[src/rtl/frame_buffer_shift_pkg.sv]
// Shared codec constants for the frame buffer shift block.
// Holds the frame geometry (L_TOTAL, L_FRAME, PIT_MAX, L_INTERPOL) and the
// scratch-memory base addresses of the old_speech, old_wsp and old_exc buffers.
// State encodings are kept local to the module that uses them.
package frame_buffer_shift_pkg;

    localparam int unsigned L_TOTAL    = 240;
    localparam int unsigned L_FRAME    = 80;
    localparam int unsigned PIT_MAX    = 143;
    localparam int unsigned L_INTERPOL = 11;

    localparam int unsigned ADDR_W = 12;
    localparam int unsigned DATA_W = 32;
    localparam int unsigned WORD_W = 16;

    // Scratch-memory buffer bases; each region is large enough to hold
    // len + L_FRAME words for its segment.
    localparam logic [ADDR_W-1:0] OLD_SPEECH = 12'h000;
    localparam logic [ADDR_W-1:0] OLD_WSP    = 12'h100;
    localparam logic [ADDR_W-1:0] OLD_EXC    = 12'h200;

endpackage

[src/rtl/frame_buffer_shift.sv]
// frame_buffer_shift: shifts old_speech, old_wsp and old_exc down by L_FRAME
// words in scratch memory, one segment after another, as forward copies
// dst[i] = src[i] with i ascending. The word index is advanced only through
// the shared external adder (addOutA + addOutB -> addIn).
//
// Ports:
//   clock        in   single clock, rising edge
//   reset        in   synchronous active-high reset
//   start        in   begin a shift; only looked at in INIT
//   addIn        in   [15:0] adder sum (combinational from addOutA/addOutB)
//   memIn        in   [31:0] read data, one cycle after memReadAddr
//   addOutA/B    out  [15:0] adder operands
//   memReadAddr  out  [11:0] read address
//   memWriteAddr out  [11:0] write address
//   memOut       out  [31:0] write data
//   memWriteEn   out  write strobe
//   done         out  one-cycle completion pulse
//
// Build option: FRAME_SHIFT_PIPELINE_EN adds a STREAM state that moves one
// word per cycle (read of word i+1 overlaps the write of word i). Without it
// each word takes a READ and a WRITE cycle. Memory results are identical.
module frame_buffer_shift #(
    parameter int unsigned L_FRAME    = frame_buffer_shift_pkg::L_FRAME,
    parameter int unsigned SPEECH_LEN = frame_buffer_shift_pkg::L_TOTAL
                                        - frame_buffer_shift_pkg::L_FRAME,
    parameter int unsigned WSP_LEN    = frame_buffer_shift_pkg::PIT_MAX,
    parameter int unsigned EXC_LEN    = frame_buffer_shift_pkg::PIT_MAX
                                        + frame_buffer_shift_pkg::L_INTERPOL
) (
    input  logic        clock,
    input  logic        reset,
    input  logic        start,
    input  logic [15:0] addIn,
    input  logic [31:0] memIn,
    output logic [15:0] addOutA,
    output logic [15:0] addOutB,
    output logic [11:0] memReadAddr,
    output logic [11:0] memWriteAddr,
    output logic [31:0] memOut,
    output logic        memWriteEn,
    output logic        done
);
    import frame_buffer_shift_pkg::*;

    typedef enum logic [2:0] {
        StInit   = 3'd0,
        StRead   = 3'd1,
        StWrite  = 3'd2,
        StDone   = 3'd3
`ifdef FRAME_SHIFT_PIPELINE_EN
        ,StStream = 3'd4
`endif
    } state_e;

    localparam logic [11:0] FrameOff   = 12'(L_FRAME);
    localparam logic [15:0] SpeechLenW = 16'(SPEECH_LEN);
    localparam logic [15:0] WspLenW    = 16'(WSP_LEN);
    localparam logic [15:0] ExcLenW    = 16'(EXC_LEN);

    state_e      state_q, state_d;
    logic [1:0]  seg_q, seg_d;
    logic [15:0] idx_q, idx_d;

    logic [11:0] src_addr;
    logic [11:0] dst_addr;
    logic [15:0] seg_len;

    // Segment descriptor mux.
    always_comb begin
        case (seg_q)
            2'd0: begin
                src_addr = OLD_SPEECH + FrameOff;
                dst_addr = OLD_SPEECH;
                seg_len  = SpeechLenW;
            end
            2'd1: begin
                src_addr = OLD_WSP + FrameOff;
                dst_addr = OLD_WSP;
                seg_len  = WspLenW;
            end
            default: begin
                src_addr = OLD_EXC + FrameOff;
                dst_addr = OLD_EXC;
                seg_len  = ExcLenW;
            end
        endcase
    end

    always_ff @(posedge clock) begin
        if (reset) begin
            state_q <= StInit;
            seg_q   <= 2'd0;
            idx_q   <= 16'd0;
        end else begin
            state_q <= state_d;
            seg_q   <= seg_d;
            idx_q   <= idx_d;
        end
    end

    always_comb begin
        state_d      = state_q;
        seg_d        = seg_q;
        idx_d        = idx_q;
        addOutA      = 16'd0;
        addOutB      = 16'd0;
        memReadAddr  = 12'd0;
        memWriteAddr = 12'd0;
        memOut       = 32'd0;
        memWriteEn   = 1'b0;
        done         = 1'b0;

        case (state_q)
            StInit: begin
                idx_d = 16'd0;
                seg_d = 2'd0;
                if (start) begin
                    state_d = StRead;
                end
            end

            StRead: begin
                if (idx_q < seg_len) begin
                    memReadAddr = src_addr + idx_q[11:0];
`ifdef FRAME_SHIFT_PIPELINE_EN
                    state_d     = StStream;
`else
                    state_d     = StWrite;
`endif
                end else if (seg_q < 2'd2) begin
                    // Segment finished (or empty): move on, stay in READ.
                    seg_d = seg_q + 2'd1;
                    idx_d = 16'd0;
                end else begin
                    state_d = StDone;
                end
            end

            StWrite: begin
                memWriteAddr = dst_addr + idx_q[11:0];
                memOut       = memIn;
                memWriteEn   = 1'b1;
                addOutA      = idx_q;
                addOutB      = 16'd1;
                idx_d        = addIn;
                state_d      = StRead;
            end

`ifdef FRAME_SHIFT_PIPELINE_EN
            StStream: begin
                memWriteAddr = dst_addr + idx_q[11:0];
                memOut       = memIn;
                memWriteEn   = 1'b1;
                addOutA      = idx_q;
                addOutB      = 16'd1;
                idx_d        = addIn;
                // addIn already holds idx+1, so it doubles as the look-ahead
                // read index and the end-of-segment test.
                if (addIn < seg_len) begin
                    memReadAddr = src_addr + addIn[11:0];
                end else if (seg_q < 2'd2) begin
                    seg_d   = seg_q + 2'd1;
                    idx_d   = 16'd0;
                    state_d = StRead;
                end else begin
                    state_d = StDone;
                end
            end
`endif

            StDone: begin
                done    = 1'b1;
                state_d = StInit;
            end

            default: begin
                state_d = StInit;
            end
        endcase
    end

endmodule

[config.mk]
export PLATFORM = sky130hd
export DESIGN_NAME = frame_buffer_shift
export DESIGN_NICKNAME = d
export VERILOG_FILES = /design/src/rtl/frame_buffer_shift_pkg.sv /design/src/rtl/frame_buffer_shift.sv
export SDC_FILE = /design/constraint.sdc
export NUM_CORES = 1
export LEC_CHECK = 0
export CAP_MARGIN = 15
export CELL_PAD_IN_SITES_DETAIL_PLACEMENT = 0
export CELL_PAD_IN_SITES_GLOBAL_PLACEMENT = 1
export CORE_MARGIN = 5
export CORE_UTILIZATION = 20
export DETAILED_ROUTE_END_ITERATION = 12
export GPL_ROUTABILITY_DRIVEN = 1
export PLACE_DENSITY = 0.85
export SYNTH_ARGS = -nofsm -noshare
export SYNTH_HDL_FRONTEND = slang
export SYNTH_SLANG_ARGS = --single-unit
[constraint.sdc]
create_clock -name clock -period 3.45 [get_ports clock]
set_input_delay 0.8625 -clock clock [delete_from_list [all_inputs] [get_ports clock]]
set_output_delay 0.8625 -clock clock [all_outputs]
set_load 0.005 [all_outputs]
# After elaboration in Yosys (flattened, before gate mapping)
# Index checks and enable logic that the tools add are counted.
# totals
register_bits,21
mem_bits_rw,0
romBits,0
mem_count,0
latch_bits,0
inputBits,51
# classes
n_lt_le_gt_ge,2
mux,21
shift,0
n_reduce_logical,7
mul,0
addsub,3
n_eq_ne,8
div_mod_pow,0
bitwise,0
# op_table
op,count
16-bit 2-to-1 mux,3
16-bit one-hot mux with 3 select lines,1
10-bit one-hot mux with 2 select lines,2
12-bit 2-to-1 mux,3
32-bit 2-to-1 mux,1
12-bit adder,2
16-bit less-than comparator,1
6-bit one-hot mux with 2 select lines,1
3-bit 2-to-1 mux,3
3-bit one-hot mux with 3 select lines,1
"3-bit by 2-bit equality test with 1-bit output, second input constant",2
"2-bit != test, second input constant",3
3-bit AND reduction,2
2-bit 2-to-1 mux,2
2-bit one-hot mux with 2 select lines,1
"3-bit by 1-bit equality test with 1-bit output, second input constant",1
3-bit logical NOT,1
1-bit 2-to-1 mux,3
"3-bit != test, second input constant",1
3-bit nonzero test,1
"2-bit by 1-bit adder with 2-bit output, second input constant",1
"2-bit by 1-bit equality test with 1-bit output, second input constant",1
2-bit logical NOT,1
"2-bit less-than comparator, second input constant",1
2 further kinds,2

# Longest topological paths before layout
# depth
word_depth,5
depth_mapped,11
mapped_depth_nobuf,9

# Worst setup path before layout
# OpenSTA, ideal clock, no wires.
# synth_timing
kind,flip-flop to output port
from,register seg_q[1]
to,output memReadAddr[10]
path_buffers,1
setup_slack_ps,33
arrival_ps,2554
path_stages_with_launch,11
path_cell_list,dfxtp_1 clkbuf_1 inv_1 ha_1 or2_2 ha_1 and4b_1 and3_1 a211oi_4 nand3b_1 nor2_1
# synth_via
elab_chain_len,5
# synth_rtl
item,line_no,text
from (decl),frame_buffer_shift.sv:61,"logic [1:0] seg_q, seg_d;"
from (signal assigned),frame_buffer_shift.sv:96,seg_q <= seg_d;
2-bit by 1-bit equality test with 1-bit output or 2-bit logical NOT (tied branches),frame_buffer_shift.sv:70,case (seg_q)
6-bit one-hot mux with 2 select lines or 10-bit one-hot mux with 2 select lines (tied branches),frame_buffer_shift.sv:70,
16-bit less-than comparator or 12-bit adder (tied branches),"frame_buffer_shift.sv:123, frame_buffer_shift.sv:124",
12-bit 2-to-1 mux *,frame_buffer_shift.sv:123,if (idx_q < seg_len) begin
12-bit 2-to-1 mux *,frame_buffer_shift.sv:113,case (state_q)
to (decl),frame_buffer_shift.sv:37,"output logic [11:0] memReadAddr,"
# Every way passes the cells marked *; elsewhere a longest branch is shown, timed or not.

# Worst setup path in the final report
# layout_timing
from,register seg_q[1]
to,output memReadAddr[6]
# layout_via
elab_chain_len,5
# layout_rtl
item,line_no
2-bit by 1-bit equality test with 1-bit output or 2-bit logical NOT (tied branches),frame_buffer_shift.sv:70
6-bit one-hot mux with 2 select lines *,frame_buffer_shift.sv:70
16-bit less-than comparator *,frame_buffer_shift.sv:123
12-bit 2-to-1 mux *,frame_buffer_shift.sv:123
12-bit 2-to-1 mux *,frame_buffer_shift.sv:113
# Marks and branches as above.

==> flow_summary_export.csv <==
group,metric,value,unit
critical_path,start_kind,"flip-flop",
final_layout,fin_util,0.3723,
detailed_routing,firstDrtPassIters,4,
clock_network,clock-sinks,20,
synth,syn_avg_cell_area,8.089,um2
global_route,grt.met1_usage,0.1507,
global_route,antenna_found_initial,0,
placement,gp_congestion,0.8023,
hold_path,hp-class,"flip-flop to flip-flop",
pwr,pwr-share-comb,0.387,
synth,ys.warnings.count,0,
placement,dp_hpwl,5650,um
detailed_routing,wl_per_cell,15.32,um
clock_network,cts_buffer_depth,2,
synth,synth_largest_area_cell,"dfxtp_1",
synth,synthFlopType,"dfxtp_1",
final_layout,fin_nets,422,
detailed_routing,viasPerCell,4.268,
synth,ys_seq_elements,20,
clock_network,clock_latency,260,ps
pwr,p_per_area,210.9,nW/um2
floorplan,start_util,0.2025,
placement,placed_area,3172,um2
synth,yosysTopAreaCellShare,0.2171,
global_route,gr-total-overflow,0,
critical_path,critPathKind,"flip-flop to output port",
pwr,leakage,1.463,nW
sta,setup_viol_count_final,4,
placement,portBuffers,124,
pwr,swShare,0.2915,
synth,synthTopCellsByArea,"dfxtp_1, and2_1, buf_4",
job,drv_cap,0,
sta,fin_hold_ws,548.2,ps
sta,rsz0062_at_grt,"true",
clock_network,cts_tree,"yes",
global_route,grt_max_degree,49,
detailed_routing,antenna_left,0,
pwr,power_frac_seq,0.356,
sta,fin_skew,1.834,ps
global_route,grt_pass1_wl,10860,um
clock_network,clk_pin_slew,80,ps
synth,async_flop_share,0,
detailed_routing,drtIter0Drc,98,
floorplan,fp.dieH,106.0,um
pwr,ir_worst_vdd,0.0001021,V
global_route,grt_pass1_vias,2031,
final_layout,fin_area,3391,um2
final_layout,antenna_cells,0,
clock_network,root_buffer,"clkbuf_8",
global_route,top_usage_layer,"met2",
floorplan,coreArea,9109,um2
sta,setup-tns-final,-35.34,ps
detailed_routing,drt-total-wl,7215,um
synth,ys_seq_area_frac,0.2171,
pwr,p_int,506.7,uW
synth,synth_cell_type_count,43,
sta,slew_violations,0,
outcome,violations,"setup timing",
global_route,grt_usage,0.1218,
sta,max_freq,0.2888,GHz
synth,syn_inst,228,
sta,hold_viol,0,
clock_network,cts_max_level,1,
floorplan,die_x,106.0,um
detailed_routing,via_count,2010,
pwr,p_sw,208.5,uW
synth,yosysMostFrequentCell,"and2_1",
synth,synth_edf_count,0,
critical_path,cp.arrival,2600,ps
sta,fin_crit,3463,ps
clock_network,cts_made_buffers,3,
global_route,met2_usage,0.1967,
critical_path,critPathMaxFanout,4,
pwr,p_clk_frac,0.257,
global_route,use_met3,0.02914,
critical_path,cp.required,2590,ps
sta,setup_ws,-12.75,ps
final_layout,drive_gt1_frac,0.2167,
synth,syn_area,1844,um2
critical_path,crit_path_end_kind,"output port",
sta,fin_crit_sh,1.004,
floorplan,rows,35,
outcome,status,"complete, but fails checks",
detailed_routing,drc,0,
floorplan,io_pins,141,
floorplan,die_area,11240,um2
final_layout,synthToLayoutAreaGrowth,83.85,%
synth,ys_top_cells_by_count,"and2_1, buf_4, dfxtp_1",
-- worst max-delay path, cell delays in order (launching register included) --
cell	delay [ps]
dfxtp_2	360
inv_4	60
ha_4	150
or2_4	260
ha_4	220
and4b_1	220
and3_4	160
a211oi_4	230
nand3b_1	180
buf_6	170
buf_8	130
nor2_4	80
buf_2	120
-- final timing paths --
| path | cells past startpoint | to | slack, ps | startpoint |
|---|---|---|---|---|
| hold / removal | 1 | idx_q[12]$_SDFFE_PP0P_ | 550 | idx_q[12]$_SDFFE_PP0P_ |
| hold reg to reg | 1 | idx_q[12]$_SDFFE_PP0P_ | 550 | idx_q[12]$_SDFFE_PP0P_ |
| setup reg to reg | 13 | idx_q[15]$_SDFFE_PP0P_ | 580 | seg_q[1]$_SDFFE_PP0P_ |
| setup / recovery | 12 | memReadAddr[6] | -10 | seg_q[1]$_SDFFE_PP0P_ |
-- final cells by class --
class / count / area, um2
fill: 913 / 5718
timing repair buffer: 153 / 1449
multi-input combinational: 174 / 1304
sequential: 20 / 405.4
tap: 111 / 138.9
clock buffer: 4 / 55.05
inverter: 9 / 38.79
-- flip-flops by register name, indices dropped and copies added (netlist names) --
signal   cells
idx_q       16
seg_q        2
state_q      2
-- per-layer routing --
metal	wire, um	share of wire
met5	0	0
met4	155	0.021
met3	474	0.066
met2	3665	0.51
met1	2919	0.40
-- cell usage in the layout, fill, tap and decap left out, types with 3 or more instances in the layout --
cell | synthesis | final
buf_6 | 1 | 6
nor2_4 | 0 | 4
inv_1 | 9 | 7
and2_4 | 0 | 4
clkbuf_8 | 0 | 4
o21ai_0 | 4 | 3
a221o_1 | 10 | 10
clkdlybuf4s50_1 | 0 | 111
nor2b_1 | 3 | 3
ha_1 | 9 | 5
ha_4 | 0 | 3
nand2_1 | 5 | 5
dfxtp_1 | 20 | 18
xor2_1 | 6 | 6
a221o_2 | 6 | 6
nor2_1 | 15 | 10
and2_1 | 50 | 46
buf_2 | 3 | 7
conb_1 | 1 | 16
and3_1 | 17 | 15
xnor2_1 | 4 | 4
buf_4 | 25 | 26
-- logic make-up (layout without fill, tap and decap cells) --
| family | Yosys count | count (layout) | share of synthesized area |
|---|---|---|---|
| simple gates | 105 | 105 | 0.3358 |
| other cells | 1 | 16 | 0.002033 |
| flops | 20 | 20 | 0.2171 |
| fa+ha+maj | 10 | 10 | 0.07191 |
| compound gates | 33 | 33 | 0.1628 |
| xor+xnor | 10 | 10 | 0.04749 |
| buf+inv | 49 | 166 | 0.1628 |
-- power by group through the flow --
stage                     sequential (mW)  combinational, mW  clock (mW)
after detailed placement            0.259              0.243           0
after floorplan                     0.252              0.114           0
after global routing                0.256              0.299       0.196
after global placement              0.258              0.240           0
final                               0.254              0.277       0.184
after CTS                           0.253              0.261       0.189
-- per-stage QoR --
stage / power (mW) / setup slack (ps) / cells
2_1_floorplan: 0.3667 / 33.18 / 243
3_3_place_gp: 0.4979 / -90.96 / 459
3_5_place_dp: 0.5017 / -191.2 / 459
4_1_cts: 0.7034 / 4.649 / 468
5_1_grt: 0.7509 / -122.5 / 471
6_report: 0.7152 / -12.75 / 471
-- timing repair --
item	in CTS	in global routing
setup endpoints to repair	12	12
buffers inserted	5	3
resized for setup	59	27
hold buffers	0	0
pin swaps	8	5
gates cloned	0	0
(Power assumes the default switching activity.)
